===== config.mk =====
export PLATFORM = sky130hd
export DESIGN_NAME = mem_arbiter
export DESIGN_NICKNAME = d
export VERILOG_FILES = /design/src/rtl/mem_arbiter.sv
export SDC_FILE = /design/constraint.sdc
export NUM_CORES = 1
export LEC_CHECK = 0
export ABC_AREA = 1
export ABC_CLOCK_PERIOD_IN_PS = 2700
export BUFFER_PORTS_ARGS = -buffer_cell sky130_fd_sc_hd__buf_2
export CAP_MARGIN = 20
export CORE_ASPECT_RATIO = 0.9
export CORE_MARGIN = 8
export CORE_UTILIZATION = 48
export CTS_BUF_LIST = sky130_fd_sc_hd__clkbuf_2
export CTS_CLUSTER_DIAMETER = 40
export DETAILED_ROUTE_END_ITERATION = 16
export HOLD_SLACK_MARGIN = 0.08
export PLACE_DENSITY = 0.95
export SLEW_MARGIN = 5
export SYNTH_ARGS = -nofsm -noshare
export SYNTH_HDL_FRONTEND = slang
export SYNTH_SLANG_ARGS = --single-unit
export TNS_END_PERCENT = 20

===== constraint.sdc =====
create_clock -name clk -period 2.7 [get_ports clk]
set_input_delay 0.54 -clock clk [delete_from_list [all_inputs] [get_ports clk]]
set_output_delay 0.54 -clock clk [all_outputs]
set_load 0.1 [all_outputs]

===== src/rtl/mem_arbiter.sv =====
// rtl/mem_arbiter.sv - two-requester SRAM/ROM access arbiter with lock and hold limit
//
// Purpose:
//   Shares one memory port between requester 0 (core) and requester 1
//   (loader). Ownership is held in a registered FSM (IDLE/OWN0/OWN1). The
//   owner is granted combinationally whenever it requests. A lock lets the
//   owner keep the port across back-to-back accesses, up to MAX_HOLD grants
//   while the other side waits.
//   Reads return one cycle after issue on the shared rdata bus.
//
// Optional feature:
//   MEM_ARB_ERR_EN - when defined, a granted ROM write sets the sticky err
//   flag. When undefined, err is tied to 0. In both builds the ROM write is
//   dropped.
//
// Ports:
//   clk, rst               clock; asynchronous active-low reset
//   req0/1, we0/1, sel0/1  request, write (1) / read (0), target ROM (1) / SRAM (0)
//   lock0/1                keep ownership across back-to-back accesses
//   addr0/1, wdata0/1      per-requester address and write data
//   gnt0/1                 access accepted this cycle
//   rvalid0/1, rdata       read return, one cycle after the grant
//   err                    sticky ROM-write error
//   csb[1:0]               active-low chip selects, [1] ROM, [0] SRAM
//   web                    active-low SRAM write enable
//   addr, dout             memory address and SRAM write data
//   dinw, dinx             ROM / SRAM read data, valid one cycle after issue
module mem_arbiter #(
  parameter int ADDR_W   = 7,
  parameter int DATA_W   = 8,
  parameter int MAX_HOLD = 8
) (
  input  logic              clk,
  input  logic              rst,
  input  logic              req0,
  input  logic              req1,
  input  logic              we0,
  input  logic              we1,
  input  logic              sel0,
  input  logic              sel1,
  input  logic              lock0,
  input  logic              lock1,
  input  logic [ADDR_W-1:0] addr0,
  input  logic [ADDR_W-1:0] addr1,
  input  logic [DATA_W-1:0] wdata0,
  input  logic [DATA_W-1:0] wdata1,
  output logic              gnt0,
  output logic              gnt1,
  output logic              rvalid0,
  output logic              rvalid1,
  output logic [DATA_W-1:0] rdata,
  output logic              err,
  output logic [1:0]        csb,
  output logic              web,
  output logic [ADDR_W-1:0] addr,
  output logic [DATA_W-1:0] dout,
  input  logic [DATA_W-1:0] dinw,
  input  logic [DATA_W-1:0] dinx
);

  localparam int HOLD_W = $clog2(MAX_HOLD + 1);
  localparam logic [HOLD_W-1:0] HOLD_MAX = HOLD_W'(MAX_HOLD);

  typedef enum logic [1:0] {
    ST_IDLE = 2'd0,
    ST_OWN0 = 2'd1,
    ST_OWN1 = 2'd2
  } state_e;

  state_e state_q, state_d;

  logic [HOLD_W-1:0] hold_q, hold_d;
  logic [HOLD_W-1:0] hold_cnt;
  logic [ADDR_W-1:0] addr_q, addr_d;
  logic [DATA_W-1:0] dout_q, dout_d;
  logic              rvalid0_q, rvalid0_d;
  logic              rvalid1_q, rvalid1_d;
  logic              rsel_q, rsel_d;

  // Request presented by whichever side is granted this cycle.
  logic              gnt_any;
  logic              g_we;
  logic              g_sel;
  logic [ADDR_W-1:0] g_addr;
  logic [DATA_W-1:0] g_wdata;

  // ------------------------------------------------------------------
  // FSM: state register
  // ------------------------------------------------------------------
  always_ff @(posedge clk or negedge rst) begin
    if (!rst) begin
      state_q <= ST_IDLE;
    end else begin
      state_q <= state_d;
    end
  end

  // ------------------------------------------------------------------
  // FSM: next-state logic
  // ------------------------------------------------------------------
  // hold_cnt already includes a grant made this cycle, so the owner gets
  // exactly MAX_HOLD grants before it must yield to a waiting requester.
  always_comb begin
    state_d = state_q;
    unique case (state_q)
      ST_IDLE: begin
        if (req0) begin
          state_d = ST_OWN0;
        end else if (req1) begin
          state_d = ST_OWN1;
        end
      end
      ST_OWN0: begin
        if ((!req0 || !lock0 || (hold_cnt == HOLD_MAX)) && req1) begin
          state_d = ST_OWN1;
        end else if (!req0) begin
          state_d = ST_IDLE;
        end
      end
      ST_OWN1: begin
        if ((!req1 || !lock1 || (hold_cnt == HOLD_MAX)) && req0) begin
          state_d = ST_OWN0;
        end else if (!req1) begin
          state_d = ST_IDLE;
        end
      end
      default: state_d = ST_IDLE;
    endcase
  end

  // ------------------------------------------------------------------
  // FSM: output logic (grants follow the owner's request combinationally)
  // ------------------------------------------------------------------
  always_comb begin
    gnt0 = 1'b0;
    gnt1 = 1'b0;
    unique case (state_q)
      ST_OWN0: gnt0 = req0;
      ST_OWN1: gnt1 = req1;
      default: begin
        gnt0 = 1'b0;
        gnt1 = 1'b0;
      end
    endcase
  end

  // ------------------------------------------------------------------
  // Granted-request mux
  // ------------------------------------------------------------------
  always_comb begin
    gnt_any = gnt0 | gnt1;
    g_we    = gnt1 ? we1    : we0;
    g_sel   = gnt1 ? sel1   : sel0;
    g_addr  = gnt1 ? addr1  : addr0;
    g_wdata = gnt1 ? wdata1 : wdata0;
  end

  // ------------------------------------------------------------------
  // Memory-side drive
  // ------------------------------------------------------------------
  // addr/dout follow the granted request and otherwise hold the last
  // driven value. A ROM write keeps both selects high and is dropped.
  always_comb begin
    csb    = 2'b11;
    web    = 1'b1;
    addr_d = addr_q;
    dout_d = dout_q;
    if (gnt_any) begin
      addr_d = g_addr;
      dout_d = g_wdata;
      if (!(g_we && g_sel)) begin
        csb = g_sel ? 2'b01 : 2'b10;
        web = ~(g_we & ~g_sel);
      end
    end
    addr = addr_d;
    dout = dout_d;
  end

  // ------------------------------------------------------------------
  // Hold counter and read-return tracking
  // ------------------------------------------------------------------
  always_comb begin
    hold_cnt = hold_q;
    if (gnt_any && (hold_q != HOLD_MAX)) begin
      hold_cnt = hold_q + HOLD_W'(1);
    end
    // Any change of ownership (including to IDLE) restarts the count.
    hold_d = (state_d != state_q) ? '0 : hold_cnt;

    rvalid0_d = gnt0 & ~we0;
    rvalid1_d = gnt1 & ~we1;
    rsel_d    = (gnt_any && !g_we) ? g_sel : rsel_q;
  end

  always_ff @(posedge clk or negedge rst) begin
    if (!rst) begin
      hold_q    <= '0;
      addr_q    <= '0;
      dout_q    <= '0;
      rvalid0_q <= 1'b0;
      rvalid1_q <= 1'b0;
      rsel_q    <= 1'b0;
    end else begin
      hold_q    <= hold_d;
      addr_q    <= addr_d;
      dout_q    <= dout_d;
      rvalid0_q <= rvalid0_d;
      rvalid1_q <= rvalid1_d;
      rsel_q    <= rsel_d;
    end
  end

  // rdata is forced to zero outside a return so reset and idle cycles read 0.
  always_comb begin
    rvalid0 = rvalid0_q;
    rvalid1 = rvalid1_q;
    rdata   = '0;
    if (rvalid0_q || rvalid1_q) begin
      rdata = rsel_q ? dinw : dinx;
    end
  end

  // ------------------------------------------------------------------
  // Sticky ROM-write error
  // ------------------------------------------------------------------
`ifdef MEM_ARB_ERR_EN
  logic err_q, err_d;
  logic rom_wr;

  always_comb begin
    rom_wr = gnt_any & g_we & g_sel;
    err_d  = err_q | rom_wr;
  end

  always_ff @(posedge clk or negedge rst) begin
    if (!rst) begin
      err_q <= 1'b0;
    end else begin
      err_q <= err_d;
    end
  end

  assign err = err_q;
`else
  assign err = 1'b0;
`endif

endmodule


==> results.sh <==
export IMPL_outcome="finished clean"
export IMPL_critPathKind="register to output pin"
export IMPL_grt_pass1_wl_mm=7.85
export IMPL_crit_chain="inv_2 > nand3_4 > inv_6 > nand2_1 > nand3_1 > or2_1 > buf_12"
export IMPL_route_detailed_drc=0
export IMPL_cp_depth=7
export IMPL_wl_mm=5.39
export IMPL_hold_viol_final=0
export IMPL_synth_most_common_cell="nand2_1"
export IMPL_grt_max_degree=25
export IMPL_final_setup_viol_count=0
export IMPL_drive_gt1_frac=0.405
export IMPL_vias_per_cell=5.45
export IMPL_antenna_found_initial=0
export IMPL_num_antenna_cells=0
export IMPL_final_nets=349
export IMPL_fmax_ghz=0.380
export IMPL_dp_cells=322
export IMPL_grt_usage=0.200
export IMPL_maxCapViolCount=0
export IMPL_ys_types=25
export IMPL_clock_path_buffers=2
export IMPL_crit_arrival_ps=2090
export IMPL_finalCriticalPeriod_ps=2630
export IMPL_avgSynthCellArea_sq_um=7.15
export IMPL_tightest_slew_ps=541
export IMPL_fp_row_count=19
export IMPL_critical_path_endpoint_type="output pin"
export IMPL_worst_ep_required_time_ps=2160
export IMPL_h_tree_depth=1
export IMPL_synth_fp_nets=260
export IMPL_die_y_microns=68.0
export IMPL_crit_path_start_kind="register"
export IMPL_endpoint="web"
export IMPL_via_count=1804
export IMPL_yosys_top_cells_area="dfrtp_1 (42%), nand2_1 (12%), nand3_1 (9.0%), o21ai_1 (6.2%), nor2_1 (6.0%)"
export IMPL_ios=87
export IMPL_n_fill_cell=170
export IMPL_yosysTopAreaCellShare=0.416
export IMPL_clock_sinks=24
export IMPL_finalCritPeriodShare=0.976
export IMPL_drt_iter0_drc=125
export IMPL_grt_ovfl_total=0
export IMPL_final_area_sq_mm=0.00234
export IMPL_dp_hpwl_mm=4.08
export IMPL_dpl_instance_area_sq_mm=0.00226
export IMPL_yosysTopAreaCell="dfrtp_1"
export IMPL_syn_inst=202
export IMPL_ir_worst_vdd_v=0.00116
export IMPL_maxSlewViolCount=0
export IMPL_clockRootBuffer="clkbuf_2"
export IMPL_ys_flop_type="dfrtp_1"
export IMPL_avgRoutedWirePerCell_microns=16.3
export IMPL_r2r_end="hold_q[3]"
export IMPL_grt_pass1_vias=1747
export IMPL_reg2reg_setup_slack_ps=520
export IMPL_hp_class="primary input to asynchronous set/reset pin"
export IMPL_cts_buffers_inserted=3
export IMPL_synth_seq_cells=24
export IMPL_crit_fanout=19
export IMPL_reg2reg_from="state_q[0]"
export IMPL_yosys_top_cells_count="nand2_1 (48), nand3_1 (26), dfrtp_1 (24)"
export IMPL_cp_top_family="simple AND/OR/NAND/NOR gates"
export IMPL_io_buffers=85
export IMPL_holdBufCountCts=0
export IMPL_relSlewSlack=0.640
export IMPL_startpoint="state_q[0]"
export IMPL_synth_warnings=0
export IMPL_clkTransAtPathRegs_ps=220
export IMPL_synth_edf_count=0
export IMPL_slowest_delay_ps=500
export IMPL_ys_async_sr_fraction=1.00
export IMPL_initial_utilization=0.486
export IMPL_p_leak_uw=0.00119
export IMPL_path_buf_inv=3
export IMPL_p_per_area_mw_per_mm2=1230
export IMPL_r2r_cells=13
export IMPL_clkLatencyLatePin_ps=350
export IMPL_area_growth_pct=62.2
export IMPL_dr_pass1_iters=4
export IMPL_die_w_microns=73.8
export IMPL_cts_tree="yes"
export IMPL_fin_worst_skew_ps=7.60
export IMPL_place_congestion=0.887
export IMPL_die_area_sq_mm=0.00502
export IMPL_netlist_area_sq_mm=0.00144
export IMPL_drtAntennaViolNets=0
export IMPL_core_area_sq_mm=0.00297
export IMPL_slowest_stage="dfrtp_1"
export IMPL_instances_no_fill=331
export IMPL_ys_seq_area_frac=0.416
layout by cell type (no fill, tap or decap):
master and n:
nand2_1 48, or2_1 1, buf_4 6, dfrtp_1 24, a21oi_1 9, o21ai_1 14, o21ai_2 4, nand3_1 26
nand2_8 1, clkbuf_2 3, nand3_2 2, nor2_2 2, nor3_1 4, a21oi_2 1, buf_12 19, nand3_4 2
conb_1 1, o21ai_4 6, inv_2 2, o21ai_0 6, o21bai_1 1, nor2_1 22, ha_1 2, nand4_1 1
inv_6 1, buf_2 66, nand2_4 1, nand2_2 1, inv_1 13
flip-flops by register name (all words and copies together), names as in the netlist:
name	flops
rvalid1	1
state_q	2
addr_q	7
dout_q	8
hold_q	4
rvalid0	1
rsel_q	1
worst min-delay path by stage:
stage | slack, ps | to | start | depth (start not counted)
finish | 120 | dout_q[6] | rst | 1
global route | 150 | dout_q[7] | rst | 1
CTS | 120 | dout_q[3] | rst | 1
detailed placement | 550 | dout_q[1] | rst | 1
global placement | 530 | dout_q[6] | dout_q[6] | 2
floorplan | 240 | addr_q[0] | rst | 0
power by group:
group          internal, uW  leakage [uW]  switching [uW]
clock network          30.2     0.0000125             110
logic                   677      0.000871            1500
registers               487      0.000306            74.1
stage by stage:
| stage | utilization | hold WS [ps] | total power, uW | setup TNS [ps] | setup WS, ps |
|---|---|---|---|---|---|
| 2_1_floorplan | - | 244 | 1980 | -6560 | -549 |
| 3_3_place_gp | 0.759 | 529 | 2670 | 0 | 319 |
| 3_5_place_dp | 0.759 | 548 | 2710 | 0 | 180 |
| 4_1_cts | 0.769 | 122 | 2860 | 0 | 28.5 |
| 5_1_grt | 0.788 | 151 | 2980 | -30.7 | -29.4 |
| 6_report | 0.788 | 123 | 2880 | 0 | 65.4 |
layout make-up:
cell class	count	area, sq um	area share
inverter	16	65.1	0.0278
multi-input combinational	155	853	0.364
clock buffer	3	15.0	0.00641
sequential	24	601	0.256
tap	42	52.6	0.0224
timing repair buffer	91	756	0.323
cell families after synthesis:
logic type | synth area share
other | 0.00260
buffers and inverters | 0.0728
adders and majority gates | 0.0173
DFF | 0.416
and+or+nand+nor | 0.345
AOI/OAI and AO/OA | 0.146
what timing repair did:
| action | CTS | global route |
|---|---|---|
| cloned | 0 | 2 |
| endpoints found under the hold margin | 0 | 0 |
| setup buffers | 0 | 4 |
| pin swaps | 0 | 1 |
| gates resized for setup | 3 | 2 |
| setup endpoints to repair | 4 | 7 |
layer usage:
layer,up-vias,GRT usage,routed length (microns)
li1,841,-,-
met1,824,0.205,1810
met2,126,0.370,2760
met3,13,0.0673,676
met4,0,0.0796,142
met5,-,0,0
Power figures use the tool's default switching activity.
